**src/rtl/i2c_resp_pkg.sv**
```systemverilog
// Shared types for the I2C responder: bus direction and FSM states.
// Imported by the line synchronizer and the responder top.
package i2c_resp_pkg;

  typedef enum logic {
    WRITE = 1'b0,
    READ  = 1'b1
  } i2c_op_t;

  typedef enum logic [2:0] {
    IDLE,
    ADDR,
    ADDR_ACK,
    WR_BYTE,
    WR_ACK,
    RD_BYTE,
    RD_ACK,
    IGNORE
  } i2c_resp_state_t;

  localparam int SYNC_STAGES = 2;

endpackage

```
**src/rtl/i2c_resp_slave_line_sync.sv**
```systemverilog
// Synchronizes scl/sda into clk_i and derives scl edges and START/STOP.
// All pulses are single-cycle and come from registered samples only.
module i2c_line_sync
  import i2c_resp_pkg::*;
(
  input  logic clk_i,
  input  logic rst_i,
  input  logic scl_i,
  input  logic sda_i,
  output logic sda_s_o,
  output logic scl_rise_o,
  output logic scl_fall_o,
  output logic start_o,
  output logic stop_o
);

  logic [SYNC_STAGES-1:0] scl_sync_q;
  logic [SYNC_STAGES-1:0] sda_sync_q;
  logic                   scl_dly_q;
  logic                   sda_dly_q;
  logic                   scl_s;
  logic                   sda_s;

  // Reset to the idle bus level so release never fakes an edge
  always_ff @(posedge clk_i) begin
    if (rst_i) begin
      scl_sync_q <= '1;
      sda_sync_q <= '1;
      scl_dly_q  <= 1'b1;
      sda_dly_q  <= 1'b1;
    end else begin
      scl_sync_q <= {scl_sync_q[SYNC_STAGES-2:0], scl_i};
      sda_sync_q <= {sda_sync_q[SYNC_STAGES-2:0], sda_i};
      scl_dly_q  <= scl_s;
      sda_dly_q  <= sda_s;
    end
  end

  assign scl_s = scl_sync_q[SYNC_STAGES-1];
  assign sda_s = sda_sync_q[SYNC_STAGES-1];

  assign sda_s_o    = sda_s;
  assign scl_rise_o = scl_s & ~scl_dly_q;
  assign scl_fall_o = ~scl_s & scl_dly_q;
  assign start_o    = scl_s & scl_dly_q & sda_dly_q & ~sda_s;
  assign stop_o     = scl_s & scl_dly_q & ~sda_dly_q & sda_s;

endmodule

```
**src/rtl/i2c_resp_slave.sv**
```systemverilog
// I2C target at a fixed address backed by a wrapping byte buffer.
// Drives sda open-drain on synchronized scl falls; never touches scl.
module i2c_resp_slave
  import i2c_resp_pkg::*;
#(
  parameter int                        I2C_ADDR_WIDTH = 7,
  parameter int                        I2C_DATA_WIDTH = 8,
  parameter logic [I2C_ADDR_WIDTH-1:0] SLAVE_ADDR     = 7'h22,
  parameter int                        MEM_DEPTH      = 64
) (
  input  logic                      clk_i,
  input  logic                      rst_i,
  input  logic                      scl_i,
  input  logic                      sda_i,
  output logic                      sda_o,
  output logic                      busy_o,
  output logic                      start_det_o,
  output logic                      stop_det_o,
  output logic                      wr_strobe_o,
  output logic [I2C_DATA_WIDTH-1:0] wr_data_o,
  output logic                      rd_strobe_o,
  output logic                      nak_det_o
);

  localparam int DW = I2C_DATA_WIDTH;
  localparam int PW = $clog2(MEM_DEPTH);
  localparam int CW = $clog2(DW + 1);
  localparam logic [CW-1:0] LAST = CW'(DW - 1);
  localparam logic [CW-1:0] FULL = CW'(DW);

  logic sda_s, rise, fall, start, stop;

  i2c_line_sync u_sync (
    .clk_i      (clk_i),
    .rst_i      (rst_i),
    .scl_i      (scl_i),
    .sda_i      (sda_i),
    .sda_s_o    (sda_s),
    .scl_rise_o (rise),
    .scl_fall_o (fall),
    .start_o    (start),
    .stop_o     (stop)
  );

  i2c_resp_state_t state_q, state_d;
  logic [CW-1:0]   cnt_q, cnt_d;
  logic [PW-1:0]   ptr_q, ptr_d;
  logic [DW-1:0]   sh_q, sh_d;
  logic [DW-1:0]   wr_data_q, wr_data_d;
  i2c_op_t         rw_q, rw_d;
  logic            sda_q, sda_d;
  logic            wr_stb_q, wr_stb_d;
  logic            rd_stb_q, rd_stb_d;
  logic            nak_q, nak_d;
  logic            start_q, start_d;
  logic            stop_q, stop_d;
  logic            mem_we;
  logic [DW-1:0]   mem_q [MEM_DEPTH];

  always_ff @(posedge clk_i) begin
    if (rst_i) begin
      state_q   <= IDLE;
      cnt_q     <= '0;
      ptr_q     <= '0;
      sh_q      <= '0;
      wr_data_q <= '0;
      rw_q      <= WRITE;
      sda_q     <= 1'b1;
      wr_stb_q  <= 1'b0;
      rd_stb_q  <= 1'b0;
      nak_q     <= 1'b0;
      start_q   <= 1'b0;
      stop_q    <= 1'b0;
    end else begin
      state_q   <= state_d;
      cnt_q     <= cnt_d;
      ptr_q     <= ptr_d;
      sh_q      <= sh_d;
      wr_data_q <= wr_data_d;
      rw_q      <= rw_d;
      sda_q     <= sda_d;
      wr_stb_q  <= wr_stb_d;
      rd_stb_q  <= rd_stb_d;
      nak_q     <= nak_d;
      start_q   <= start_d;
      stop_q    <= stop_d;
    end
  end

  // Buffer is deliberately left out of reset
  always_ff @(posedge clk_i) begin
    if (mem_we && !rst_i) begin
      mem_q[ptr_q] <= wr_data_d;
    end
  end

  always_comb begin
    state_d   = state_q;
    cnt_d     = cnt_q;
    ptr_d     = ptr_q;
    sh_d      = sh_q;
    wr_data_d = wr_data_q;
    rw_d      = rw_q;
    sda_d     = sda_q;
    wr_stb_d  = 1'b0;
    rd_stb_d  = 1'b0;
    nak_d     = 1'b0;
    start_d   = 1'b0;
    stop_d    = 1'b0;
    mem_we    = 1'b0;
    if (stop) begin
      state_d = IDLE;
      sda_d   = 1'b1;
      stop_d  = 1'b1;
    end else if (start) begin
      state_d = ADDR;
      cnt_d   = '0;
      ptr_d   = '0;
      sda_d   = 1'b1;
      start_d = 1'b1;
    end else if (rise) begin
      unique case (state_q)
        ADDR: begin
          sh_d  = {sh_q[DW-2:0], sda_s};
          cnt_d = cnt_q + 1'b1;
        end
        WR_BYTE: begin
          sh_d  = {sh_q[DW-2:0], sda_s};
          cnt_d = cnt_q + 1'b1;
          if (cnt_q == LAST) begin
            mem_we    = 1'b1;
            wr_data_d = sh_d;
            wr_stb_d  = 1'b1;
            ptr_d     = ptr_q + 1'b1;
          end
        end
        RD_ACK: begin
          rd_stb_d = 1'b1;
          if (sda_s) begin
            nak_d   = 1'b1;
            state_d = IGNORE;
          end else begin
            ptr_d = ptr_q + 1'b1;
          end
        end
        default: ;
      endcase
    end else if (fall) begin
      unique case (state_q)
        ADDR: begin
          if (cnt_q == FULL) begin
            if (sh_q[DW-1 -: I2C_ADDR_WIDTH] == SLAVE_ADDR) begin
              sda_d   = 1'b0;
              rw_d    = i2c_op_t'(sh_q[0]);
              state_d = ADDR_ACK;
            end else begin
              state_d = IGNORE;
            end
          end
        end
        ADDR_ACK, RD_ACK: begin
          if (state_q == RD_ACK || rw_q == READ) begin
            sh_d    = mem_q[ptr_q];
            sda_d   = mem_q[ptr_q][DW-1];
            cnt_d   = CW'(1);
            state_d = RD_BYTE;
          end else begin
            sda_d   = 1'b1;
            cnt_d   = '0;
            state_d = WR_BYTE;
          end
        end
        WR_BYTE: begin
          if (cnt_q == FULL) begin
            sda_d   = 1'b0;
            state_d = WR_ACK;
          end
        end
        WR_ACK: begin
          sda_d   = 1'b1;
          cnt_d   = '0;
          state_d = WR_BYTE;
        end
        RD_BYTE: begin
          if (cnt_q == FULL) begin
            sda_d   = 1'b1;
            state_d = RD_ACK;
          end else begin
            sh_d  = sh_q << 1;
            sda_d = sh_q[DW-2];
            cnt_d = cnt_q + 1'b1;
          end
        end
        default: ;
      endcase
    end
  end

  always_comb begin
    sda_o       = sda_q;
    busy_o      = state_q inside {ADDR_ACK, WR_BYTE, WR_ACK,
                                  RD_BYTE, RD_ACK};
    start_det_o = start_q;
    stop_det_o  = stop_q;
    wr_strobe_o = wr_stb_q;
    wr_data_o   = wr_data_q;
    rd_strobe_o = rd_stb_q;
    nak_det_o   = nak_q;
  end

endmodule

```
**config.mk**
```make
export PLATFORM = sky130hd
export DESIGN_NAME = i2c_resp_slave
export DESIGN_NICKNAME = d
export VERILOG_FILES = /design/src/rtl/i2c_resp_pkg.sv /design/src/rtl/i2c_resp_slave_line_sync.sv /design/src/rtl/i2c_resp_slave.sv
export SDC_FILE = /design/constraint.sdc
export NUM_CORES = 1
export LEC_CHECK = 0
export ABC_AREA = 1
export BUFFER_PORTS_ARGS = -buffer_cell sky130_fd_sc_hd__buf_2
export CAP_MARGIN = 0
export CORE_UTILIZATION = 44
export DETAILED_ROUTE_END_ITERATION = 7
export GPL_TIMING_DRIVEN = 0
export PLACE_DENSITY = 0.6
export SYNTH_ARGS = -nofsm -noshare
export SYNTH_HDL_FRONTEND = slang
export SYNTH_SLANG_ARGS = --single-unit
```
**constraint.sdc**
```tcl
create_clock -name clk_i -period 2.52 [get_ports clk_i]
set_clock_uncertainty 0.1 [all_clocks]
set_input_delay 0.126 -clock clk_i [delete_from_list [all_inputs] [get_ports clk_i]]
set_output_delay 0.126 -clock clk_i [all_outputs]
set_load 0.02 [all_outputs]
```
==> impl_metrics.toml <==
[critical_path]
reg2reg_path_depth = 12
critPathMostFrequentCell = "sky130_fd_sc_hd__nand3_1"
timing.critical_path.from_type = "flop"
cp.arrival_ns = 2.97
critical_path.cell_chain = "inv_1 -> clkbuf_2 -> clkbuf_4 -> nand3_1 -> nand3_1 -> nand2_1 -> nand2_1 -> nand3_1 -> nand3_1 -> nand3_1 -> nand2_1 -> a21oi_1"
critical_path_buf_inv_count = 3
setup.worst_path.end = "sh_q[1]"
crit_family = "simple AND/OR/NAND/NOR gates"
timing.critical_path.to_type = "flop"
rrSetupSlack_ns = -0.05
critical_path_depth = 12
worst_path_largest_cell_delay_ns = 0.36
timing.critical_path.slowest_stage_cell = "sky130_fd_sc_hd__clkbuf_4"
crit_required_ns = 2.92
worstReg2RegEnd = "sh_q[1]"
path_max_fanout = 10
worst-setup-path-type = "flop to flop"

[synthesis]
synthesis.area_per_instance_um2 = 11.1
yosys_warnings = 0
async_flop_share_pct = 0
synth-edff-count = 512
synth.cell_area_um2 = 23000
net_count_of_the_mapped_netlist = 2089
ys.flop_type = "sky130_fd_sc_hd__edfxtp_1"
syn-instance-count = 2079
synthesis_stage_register_bit_count = 560
ys_seq_area_share_pct = 70.9
yosysUniqueCellTypes = 30

[sta]
hold-worst-slack_ns = 0.111
final_worst_path_period_need_ns = 2.57
setup_repair_after_global_routing_missed_its_margin = "yes"
fmax_ghz = 0.389
slew-limit-headroom_pct = 32.1
setup_violations = 6
final_critical_path_setup_slack_ns = -0.0540
final_min_period_over_clock_period_pct = 102
finalMaxSlewViolations = 0
report.final.hold_viol_count = 0
max_slew.worst_pin.slew_ns = 1.02
fin_setup_tns_ns = -0.183

[pwr]
max-vdd-ir-drop_uv = 607
powerDensity_nw_per_um2 = 650
power_leakage_nw = 10.6
report.power.total_mw = 18.7

[grt]
number_of_global_route_vias_before_repair = 16400
grt_pass1_wl_mm = 116
grt_overflow_total = 0
grt_start_max_net_pins = 65
grt.total_usage_pct = 31.2
grt_antenna_before_repair = 0

[detailed_routing]
detail_route.drc_violations = 0
detail_route.iter0.violations = 2073
vias_per_cell = 5.74
via_count = 17300
antenna_left = 0
wl_per_cell_um = 27.3
drt_pass1_iterations = 6
drt_wl_total_mm = 82.4

[floorplan]
core_area_um2 = 51500
row_count = 83
die_h_um = 231
chipWidth_um = 231
die_area_um2 = 53300
floorplan.initialDensity_pct = 44.7
io_pins = 19

[cts]
clkTransAtPathRegs_ns = 0.06
number_of_cts_inserted_buffers = 58
buffers_from_clock_root_to_sink_at_most = 3
cts_root_buf = "sky130_fd_sc_hd__clkbuf_16"
clock-sinks = 560
ctsHtreeMaxLevel = 2
cts_tree = "yes"
clkLatencyLatePin_ns = 0.63

[outcome]
outcome = "complete, but fails checks"
failed_checks = "negative setup slack"

[placement]
place_congestion = 0.999
portBuffers = 17
place.detailed.hpwl_mm = 53.2
dp_cells = 2783

[final_layout]
areaGrowthSynthToFinish_pct = 24.7
nets = 2305
drive_gt1_share_pct = 18.9
diodes = 0
finalNonFillerCells = 3024

[run]
number_of_max_cap_violations = 0

[worst_hold_path]
hold_path.class = "primary input to flop"
[kinds of logic (layout without fill, tap and decap cells)]
group           after synthesis  count (layout)  share of synthesized area [%]
simple gates               1277            1277                           24.2
flops                       560             560                           70.9
buf+inv                     175             440                           3.08
compound gates               60              60                           1.41
fa+ha+maj                     6               6                          0.326
xor+xnor                      1               1                         0.0380
[Yosys cell counts, types with 2 or more instances]
cell type,count,area (um2)
sky130_fd_sc_hd__dfxtp_1,48,961
sky130_fd_sc_hd__nor2_4,2,22.5
sky130_fd_sc_hd__nand2_2,4,25.0
sky130_fd_sc_hd__nand3_4,6,105
sky130_fd_sc_hd__nand3_1,448,2240
sky130_fd_sc_hd__a21oi_1,31,155
sky130_fd_sc_hd__buf_2,35,175
sky130_fd_sc_hd__o21ai_0,19,95.1
sky130_fd_sc_hd__nor3_1,8,40.0
sky130_fd_sc_hd__nor2_8,3,60.1
sky130_fd_sc_hd__edfxtp_1,512,15400
sky130_fd_sc_hd__clkbuf_1,64,240
sky130_fd_sc_hd__o211ai_1,2,15.0
sky130_fd_sc_hd__ha_1,6,75.1
sky130_fd_sc_hd__inv_2,5,18.8
sky130_fd_sc_hd__nand4_1,2,12.5
sky130_fd_sc_hd__nor2_1,95,357
sky130_fd_sc_hd__inv_1,55,206
sky130_fd_sc_hd__buf_1,13,48.8
sky130_fd_sc_hd__a211oi_1,6,45.0
sky130_fd_sc_hd__inv_4,2,12.5
sky130_fd_sc_hd__nand2_1,693,2600
sky130_fd_sc_hd__or2_2,12,75.1
sky130_fd_sc_hd__nor4_1,2,12.5
[through the flow]
stage | cell area [um2] | worst slack, ns | utilization, %
2_1_floorplan | 23000 | 0.0157 | -
3_3_place_gp | 24000 | -1.53 | 46.5
3_5_place_dp | 24100 | -1.08 | 46.8
4_1_cts | 28500 | -0.169 | 55.4
5_1_grt | 28700 | -0.106 | 55.8
6_report | 28700 | -0.0540 | 55.8
[routing by layer]
metal	part of all wire [%]	track usage, %	vias up
met2	46	49.3	1031
met5	0	0.184	-
li1	-	-	7660
met3	9.9	6.69	234
met4	5.6	15.2	0
met1	38	40.8	8424
[flip-flops by register name (all words and copies together) (netlist names), 2 cells and up, named ones only]
name,flops
cnt_q,4
u_sync.scl_sync_q,2
mem_q,512
ptr_q,6
state_q,3
u_sync.sda_sync_q,2
wr_data_o,8
sh_q,8
[report_power, final]
part	total [mW]	internal [mW]	switching (mW)
sequential	10.0	9.99	0.0110
clock	8.35	4.73	3.62
combinational	0.314	0.0895	0.224
total	18.7	14.8	3.85
[worst reg2reg max path: stages (launching register included)]
cell and delay [ns]:
sky130_fd_sc_hd__dfxtp_1 0.35, sky130_fd_sc_hd__inv_1 0.08, sky130_fd_sc_hd__clkbuf_2 0.34, sky130_fd_sc_hd__clkbuf_4 0.36, sky130_fd_sc_hd__nand3_1 0.12, sky130_fd_sc_hd__nand3_1 0.17, sky130_fd_sc_hd__nand2_1 0.21, sky130_fd_sc_hd__nand2_1 0.14
sky130_fd_sc_hd__nand3_1 0.13, sky130_fd_sc_hd__nand3_1 0.14, sky130_fd_sc_hd__nand3_1 0.14, sky130_fd_sc_hd__nand2_1 0.10, sky130_fd_sc_hd__a21oi_1 0.06
[cell type report]
type | count | area, um2
buffer | 113 | 656
timing repair inverter | 2 | 15.0
timing repair buffer | 154 | 2150
clock buffer | 78 | 1600
tap | 680 | 851
inverter | 62 | 323
sequential | 560 | 16300
fill | 4279 | 22800
clock inverter | 31 | 218
multi-input combinational | 1344 | 6570
[how the worst min path moves through the flow]
stage,cells past startpoint,startpoint,endpoint,slack [ns]
floorplan,1,scl_i,u_sync.scl_sync_q[0],0.13
global route,3,scl_i,u_sync.scl_sync_q[0],0.12
CTS,3,scl_i,u_sync.scl_sync_q[0],0.11
finish,3,scl_i,u_sync.scl_sync_q[0],0.11
global placement,2,sda_i,u_sync.sda_sync_q[0],0.21
detailed placement,2,sda_i,u_sync.sda_sync_q[0],0.22
[timing repair]
item	4_1_cts	5_1_grt
cloned	2	0
resized for setup	294	69
endpoints found under the hold margin	3	0
setup endpoints to repair	1016	855
hold buffers	4	0
buffers inserted	118	8
pin swaps	71	48
[cells in the final DEF (no fill, tap or decap), types with 29 or more instances in the layout]
| cell type | Yosys | routed |
|---|---|---|
| sky130_fd_sc_hd__nor2_1 | 95 | 29 |
| sky130_fd_sc_hd__dfxtp_1 | 48 | 44 |
| sky130_fd_sc_hd__inv_1 | 55 | 46 |
| sky130_fd_sc_hd__a21oi_1 | 31 | 31 |
| sky130_fd_sc_hd__clkbuf_1 | 64 | 30 |
| sky130_fd_sc_hd__clkbuf_16 | 0 | 61 |
| sky130_fd_sc_hd__clkbuf_4 | 0 | 29 |
| sky130_fd_sc_hd__nand2_1 | 693 | 689 |
| sky130_fd_sc_hd__edfxtp_1 | 512 | 512 |
| sky130_fd_sc_hd__nand3_1 | 448 | 448 |
| sky130_fd_sc_hd__nor2_4 | 2 | 67 |
| sky130_fd_sc_hd__buf_6 | 0 | 60 |
| sky130_fd_sc_hd__buf_12 | 0 | 64 |
| sky130_fd_sc_hd__buf_2 | 35 | 39 |
Power figures use the tool's default switching activity.
